File: src/rtl/axi_burst_addr_gen_pkg.sv
// Shared AXI helper types for the burst address generator.
// Holds the burst encoding, the address-channel request struct and the
// per-beat next-address function.
// The WRAP arithmetic in axi_next_addr exists only when AXI_WRAP_BURST_EN is
// defined. Without it, WRAP falls through to INCR address math.
package axi_burst_addr_gen_pkg;

  localparam int AXI_ADDR_LEN = 32;
  localparam int AXI_DATA_LEN = 64;
  localparam int AXI_ID_LEN   = 4;
  localparam int MAX_SIZE     = $clog2(AXI_DATA_LEN / 8);

  typedef enum logic [1:0] {
    FIXED = 2'b00,
    INCR  = 2'b01,
    WRAP  = 2'b10,
    RSVD  = 2'b11
  } burst_t;

  typedef enum logic [1:0] {
    OKAY   = 2'b00,
    EXOKAY = 2'b01,
    SLVERR = 2'b10,
    DECERR = 2'b11
  } resp_t;

  typedef struct packed {
    logic [AXI_ID_LEN-1:0]   id;
    logic [AXI_ADDR_LEN-1:0] addr;
    logic [7:0]              len;
    logic [2:0]              size;
    burst_t                  burst;
  } AxDATA_t;

  localparam int AxDATA_W = $bits(AxDATA_t);

  typedef enum logic {
    IDLE  = 1'b0,
    BURST = 1'b1
  } gen_state_t;

  // Address of the beat following 'addr' within a burst of the given shape.
  // INCR aligns down to the beat width before stepping, so an unaligned first
  // beat is followed by an aligned second beat. RSVD follows INCR math; the
  // burst is flagged as an error anyway.
  function automatic logic [AXI_ADDR_LEN-1:0] axi_next_addr(
    input logic [AXI_ADDR_LEN-1:0] addr,
    input logic [2:0]              size,
    input logic [7:0]              len,
    input burst_t                  burst
  );
    logic [AXI_ADDR_LEN-1:0] bytes;
    logic [AXI_ADDR_LEN-1:0] next;
`ifdef AXI_WRAP_BURST_EN
    logic [AXI_ADDR_LEN-1:0] wmask;
`endif
    bytes = AXI_ADDR_LEN'(1) << size;
    next  = (addr & ~(bytes - 1'b1)) + bytes;
`ifdef AXI_WRAP_BURST_EN
    wmask = (bytes * (AXI_ADDR_LEN'(len) + 1'b1)) - 1'b1;
`endif
    case (burst)
      FIXED: next = addr;
`ifdef AXI_WRAP_BURST_EN
      WRAP:  next = (addr & ~wmask) | ((addr + bytes) & wmask);
`endif
      default: next = (addr & ~(bytes - 1'b1)) + bytes;
    endcase
`ifndef AXI_WRAP_BURST_EN
    if (len == 8'hFF) next = next;
`endif
    return next;
  endfunction

endpackage

File: src/rtl/axi_burst_addr_gen.sv
// AXI4 address-channel burst expander.
// Takes one AW/AR request and emits one address per beat to the backend.
// A burst-shape error is computed when the request is accepted, and it is held for the whole burst.
// The beat count always stays len+1, so the data channels stay in step.
// A new request can be accepted on the last-beat handshake, so back-to-back bursts need no idle cycle.
// Optional feature: define AXI_WRAP_BURST_EN to decode WRAP bursts. Without it,
// WRAP is reported as an error and its addresses follow INCR math.
module axi_burst_addr_gen
  import axi_burst_addr_gen_pkg::*;
#(
  parameter int ADDR_LEN = AXI_ADDR_LEN,
  parameter int DATA_LEN = AXI_DATA_LEN,
  parameter int ID_LEN   = AXI_ID_LEN
) (
  input  logic                ACLK,
  input  logic                ARESET,
  input  logic                ax_valid,
  output logic                ax_ready,
  input  AxDATA_t             ax_req,
  output logic                beat_valid,
  input  logic                beat_ready,
  output logic [ID_LEN-1:0]   beat_id,
  output logic [ADDR_LEN-1:0] beat_addr,
  output logic [7:0]          beat_idx,
  output logic                beat_last,
  output logic                beat_err
);

  localparam int MAX_SZ = $clog2(DATA_LEN / 8);

  gen_state_t          state_q, state_d;
  logic [ID_LEN-1:0]   id_q;
  logic [ADDR_LEN-1:0] addr_q;
  logic [7:0]          len_q;
  logic [2:0]          size_q;
  burst_t              burst_q;
  logic [7:0]          idx_q;
  logic                err_q;

  logic                load;
  logic                advance;
  logic                last_beat;

  logic [ADDR_LEN-1:0] req_addr;
  logic [ADDR_LEN-1:0] req_bytes;
  logic [ADDR_LEN-1:0] req_last_addr;
  logic                req_err;
  logic [ADDR_LEN-1:0] next_addr;

  assign last_beat = (state_q == BURST) && (idx_q == len_q);
  assign next_addr = ADDR_LEN'(axi_next_addr(AXI_ADDR_LEN'(addr_q), size_q, len_q, burst_q));

  // Classify the incoming request as legal or illegal before it is registered.
  always_comb begin
    req_addr      = ADDR_LEN'(ax_req.addr);
    req_bytes     = ADDR_LEN'(1) << ax_req.size;
    req_last_addr = (req_addr & ~(req_bytes - 1'b1)) + (ADDR_LEN'(ax_req.len) * req_bytes);
    req_err       = 1'b0;
    if (ax_req.size > 3'(MAX_SZ)) req_err = 1'b1;
    case (ax_req.burst)
      INCR: begin
        if (req_addr[ADDR_LEN-1:12] != req_last_addr[ADDR_LEN-1:12]) req_err = 1'b1;
      end
      WRAP: begin
`ifdef AXI_WRAP_BURST_EN
        if (!((ax_req.len == 8'd1) || (ax_req.len == 8'd3) ||
              (ax_req.len == 8'd7) || (ax_req.len == 8'd15))) req_err = 1'b1;
        if ((req_addr & (req_bytes - 1'b1)) != '0) req_err = 1'b1;
`else
        req_err = 1'b1;
`endif
      end
      RSVD:    req_err = 1'b1;
      default: ;
    endcase
  end

  // Next-state and handshake decode; the last-beat handshake doubles as a request slot.
  always_comb begin
    state_d    = state_q;
    ax_ready   = 1'b0;
    beat_valid = 1'b0;
    load       = 1'b0;
    advance    = 1'b0;
    case (state_q)
      IDLE: begin
        ax_ready = 1'b1;
        if (ax_valid) begin
          load    = 1'b1;
          state_d = BURST;
        end
      end
      BURST: begin
        beat_valid = 1'b1;
        if (beat_ready) begin
          if (last_beat) begin
            ax_ready = 1'b1;
            if (ax_valid) begin
              load = 1'b1;
            end else begin
              state_d = IDLE;
            end
          end else begin
            advance = 1'b1;
          end
        end
      end
      default: state_d = IDLE;
    endcase
    if (ARESET) begin
      ax_ready = 1'b0;
      load     = 1'b0;
    end
  end

  // State register; reset discards any burst in flight.
  always_ff @(posedge ACLK) begin
    if (ARESET) state_q <= IDLE;
    else        state_q <= state_d;
  end

  // Burst context and beat counter: loaded on accept, stepped on each accepted beat.
  always_ff @(posedge ACLK) begin
    if (ARESET) begin
      id_q    <= '0;
      addr_q  <= '0;
      len_q   <= '0;
      size_q  <= '0;
      burst_q <= FIXED;
      idx_q   <= '0;
      err_q   <= 1'b0;
    end else if (load) begin
      id_q    <= ID_LEN'(ax_req.id);
      addr_q  <= req_addr;
      len_q   <= ax_req.len;
      size_q  <= ax_req.size;
      burst_q <= ax_req.burst;
      idx_q   <= '0;
      err_q   <= req_err;
    end else if (advance) begin
      idx_q  <= idx_q + 8'd1;
      addr_q <= next_addr;
    end
  end

  assign beat_id   = id_q;
  assign beat_addr = addr_q;
  assign beat_idx  = idx_q;
  assign beat_last = last_beat;
  assign beat_err  = err_q;

endmodule

File: config.mk
export PLATFORM = sky130hd
export DESIGN_NAME = axi_burst_addr_gen
export DESIGN_NICKNAME = d
export VERILOG_FILES = /design/src/rtl/axi_burst_addr_gen_pkg.sv /design/src/rtl/axi_burst_addr_gen.sv
export SDC_FILE = /design/constraint.sdc
export NUM_CORES = 1
export LEC_CHECK = 0
export CAP_MARGIN = 20
export CORE_UTILIZATION = 60
export CTS_CLUSTER_DIAMETER = 60
export DETAILED_ROUTE_END_ITERATION = 8
export PLACE_DENSITY_LB_ADDON = 0.08
export REMOVE_ABC_BUFFERS = 1
export SETUP_SLACK_MARGIN = 0.5
export SLEW_MARGIN = 20
export SYNTH_ARGS = -nofsm -noshare
export SYNTH_HDL_FRONTEND = slang
export SYNTH_SLANG_ARGS = --single-unit
File: constraint.sdc
create_clock -name ACLK -period 13.72 [get_ports ACLK]
set_input_delay 1.372 -clock ACLK [delete_from_list [all_inputs] [get_ports ACLK]]
set_output_delay 1.372 -clock ACLK [all_outputs]
set_load 0.02 [all_outputs]
==> results.sh <==
export IMPL_pre_cts_ws_ps=5200
export IMPL_clock_root_buffer="clkbuf_8"
export IMPL_ys_flop_type="dfxtp_1"
export IMPL_tritoncts="built"
export IMPL_hp_class="reg -> reg"
export IMPL_crit_path_max_incr_delay_ps=930
export IMPL_critPathTopFamily="adder cells"
export IMPL_cts_hold_buf=0
export IMPL_first_pass_iters=5
export IMPL_synthCells=869
export IMPL_crit_fanout=12
export IMPL_viasPerCell=6.24
export IMPL_cts_buffer_depth=2
export IMPL_setup_viol=0
export IMPL_vdd_drop_max_v=0.0000680
export IMPL_worst_pin_slew_ps=1130
export IMPL_fin_crit_sh_pct=60.1
export IMPL_ios=101
export IMPL_drc=0
export IMPL_rows=38
export IMPL_die_area_mm2=0.0116
export IMPL_cts_sink_count=59
export IMPL_critical_path_buf_inv_count=5
export IMPL_fmax_ghz=0.121
export IMPL_vias=6792
export IMPL_antenna_left=0
export IMPL_rsz0062_at_grt="no"
export IMPL_cp_start_kind="input pin"
export IMPL_async_reset_ff_share_pct=0
export IMPL_ys_warn_count=0
export IMPL_grt_max_degree=53
export IMPL_r2r_slack_ps=9870
export IMPL_design_area_mm2=0.00794
export IMPL_r2r_end="beat_addr[30]"
export IMPL_grt_pass1_wl_um=31600
export IMPL_crit_type="in -> reg"
export IMPL_insertion_delay_ps=340
export IMPL_ff2ff_path_depth=10
export IMPL_arrival_ps=8480
export IMPL_dp_hpwl_um=15000
export IMPL_setup_tns_ps=0
export IMPL_first_iter_violations=483
export IMPL_nNetsFinal=1089
export IMPL_grtUsageTotal_pct=34.9
export IMPL_cts_resized_gates=0
export IMPL_fp_coreArea_mm2=0.0108
export IMPL_multi_input_area_mm2=0.00500
export IMPL_start_util_pct=61.6
export IMPL_fill_cells=833
export IMPL_slew_headroom_pct=22.6
export IMPL_wl_per_cell_um=18.2
export IMPL_synthDistinctLibCells=77
export IMPL_grt_pass1_vias=6557
export IMPL_drive_gt1_share_pct=4.22
export IMPL_worstHoldEndpoint="beat_id[2]"
export IMPL_register_area_mm2=0.00118
export IMPL_cts_setup_buffers=0
export IMPL_place_area_mm2=0.00772
export IMPL_ys_ff_latch=59
export IMPL_slew_viol_final=0
export IMPL_path_clk_slew_ps=80
export IMPL_hold_violations=0
export IMPL_port_buffers=100
export IMPL_min_from="beat_id[2]"
export IMPL_p_leak_nw=3.41
export IMPL_synth_area_mm2=0.00668
export IMPL_worstSetupEndpointType="flop"
export IMPL_crit_slowest_cell="nor3b_1"
export IMPL_cp_cell_sequence="clkdlybuf4s50_1 > nor3b_1 > inv_1 > ha_1 > or3b_1 > o211ai_1 > fa_1 > inv_1 > fa_1 > inv_1 > fa_1 > inv_1 > fa_1 > ha_1 > nand4bb_1 > or4_4 > o311ai_1 > mux2_2 > o211ai_1 > nor3_1 > a221oi_1"
export IMPL_r2r_start="size_q[0]"
export IMPL_synth_edf_count=0
export IMPL_numCtsBuffers=9
export IMPL_htreeDepth=3
export IMPL_die_w_um=108
export IMPL_die_y_um=108
export IMPL_antenna_found_initial=1
export IMPL_area_growth_pct=18.9
export IMPL_gp_congestion=0.956
export IMPL_power_density_mw_per_mm2=79.0
export IMPL_required_ps=13950
export IMPL_syn_avg_cell_area_um2=7.69
export IMPL_skew_ps=15.8
export IMPL_final_min_clock_period_ps=8250
export IMPL_routed_wl_um=19800
export IMPL_status="finished clean"
export IMPL_max_cap_viol_count=0
export IMPL_ys_seq_area_share_pct=17.7
export IMPL_grt_overflow_total=0
export IMPL_holdPathStages=2
export IMPL_finalWorstSetupSlack_ps=5470
-- cell type report --
| class | instances | area share, % |
|---|---|---|
| antenna | 1 | 0.0315 |
| clock buffer | 11 | 1.91 |
| clock inverter | 4 | 0.929 |
| inverter | 86 | 4.06 |
| multi-input combinational | 681 | 62.9 |
| sequential | 59 | 14.9 |
| tap | 140 | 2.21 |
| timing repair buffer | 106 | 13.1 |
-- layer usage --
metal	up-vias	global-route usage (%)	wire length, um
met3	60	5.99	1670
met2	357	58.0	9490
met4	0	16.3	597
li1	3141	-	-
met5	-	0	0
met1	3234	43.9	8060
-- Yosys cell counts, types with 5 or more instances --
cell | number | area, um^2
clkbuf_1 | 29 | 109
dfxtp_1 | 59 | 1180
ha_1 | 44 | 551
o21ai_0 | 23 | 115
and3b_1 | 5 | 43.8
o22ai_1 | 7 | 43.8
buf_2 | 7 | 35.0
and2_1 | 43 | 269
a211oi_1 | 6 | 45.0
a21oi_1 | 62 | 310
nand2b_1 | 5 | 31.3
xnor2_1 | 17 | 149
nor3b_1 | 6 | 45.0
nand4_1 | 16 | 100
nor2_1 | 54 | 203
a31oi_1 | 15 | 93.8
and3_1 | 17 | 106
o21a_1 | 7 | 52.6
nor3_1 | 19 | 95.1
inv_1 | 85 | 319
o211ai_1 | 6 | 45.0
fa_1 | 49 | 981
xor2_1 | 22 | 193
a22oi_1 | 8 | 60.1
nand3_1 | 25 | 125
nand2_1 | 129 | 484
or3_1 | 7 | 43.8
a21o_1 | 6 | 45.0
nor2b_1 | 6 | 37.5
-- cells in the final DEF, fill, tap and decap left out, types with 7 or more instances in the layout --
| cell type | instances |
|---|---|
| nor3_1 | 19 |
| clkbuf_8 | 11 |
| o21a_1 | 7 |
| nand2_1 | 129 |
| a21oi_1 | 62 |
| or3_1 | 7 |
| nor2_1 | 54 |
| nand4_1 | 16 |
| clkdlybuf4s50_1 | 99 |
| xor2_1 | 22 |
| inv_1 | 85 |
| o21ai_0 | 23 |
| ha_1 | 44 |
| o22ai_1 | 7 |
| a31oi_1 | 15 |
| fa_1 | 49 |
| and3_1 | 17 |
| xnor2_1 | 17 |
| a22oi_1 | 8 |
| nand3_1 | 25 |
| and2_1 | 43 |
| dfxtp_1 | 59 |
-- flip-flops by register name (all words and copies together) (netlist names) --
| name | cells |
|---|---|
| beat_addr | 32 |
| beat_err | 1 |
| beat_id | 4 |
| beat_idx | 8 |
| burst_q | 2 |
| len_q | 8 |
| size_q | 3 |
| state_q | 1 |
-- how the worst max path moves through the flow --
stage          slack [ps]       end      start  cells past startpoint
6_report             5470  beat_err  ax_req[2]                     21
2_1_floorplan        6930  beat_err  ax_req[3]                     21
4_1_cts              5570  beat_err  ax_req[2]                     21
5_1_grt              4960  beat_err  ax_req[2]                     21
3_5_place_dp         5200  beat_err  ax_req[2]                     21
3_3_place_gp         5560  beat_err  ax_req[2]                     21
-- cells by family after synthesis --
group / after synthesis / share of synthesized area (%)
AOI/OAI and AO/OA: 186 / 18.4
adders and majority gates: 93 / 22.9
muxes: 6 / 0.936
and+or+nand+nor: 357 / 27.2
buffers and inverters: 129 / 7.66
DFF: 59 / 17.7
xor gates and xnor gates: 39 / 5.11
-- where the power goes --
part / total, mW / internal, mW / switching [mW]
logic: 0.244 / 0.101 / 0.143
registers: 0.197 / 0.182 / 0.0155
clock network: 0.186 / 0.111 / 0.0746
total: 0.627 / 0.394 / 0.233
-- per-stage QoR --
stage	std cells	power, mW	hold WS, ps	utilization (%)
after global routing	1087	0.662	476	73.3
after floorplan	826	0.350	442	-
after global placement	1072	0.432	442	71.2
after CTS	1087	0.625	463	73.3
after detailed placement	1072	0.439	451	71.2
final	1088	0.627	463	73.3
-- tightest hold or removal path: stages, from the launching register on --
cell and delay [ps]:
dfxtp_1 320, nand2_1 50, a21oi_1 50
Note: power is estimated with default switching activity, not from simulation.
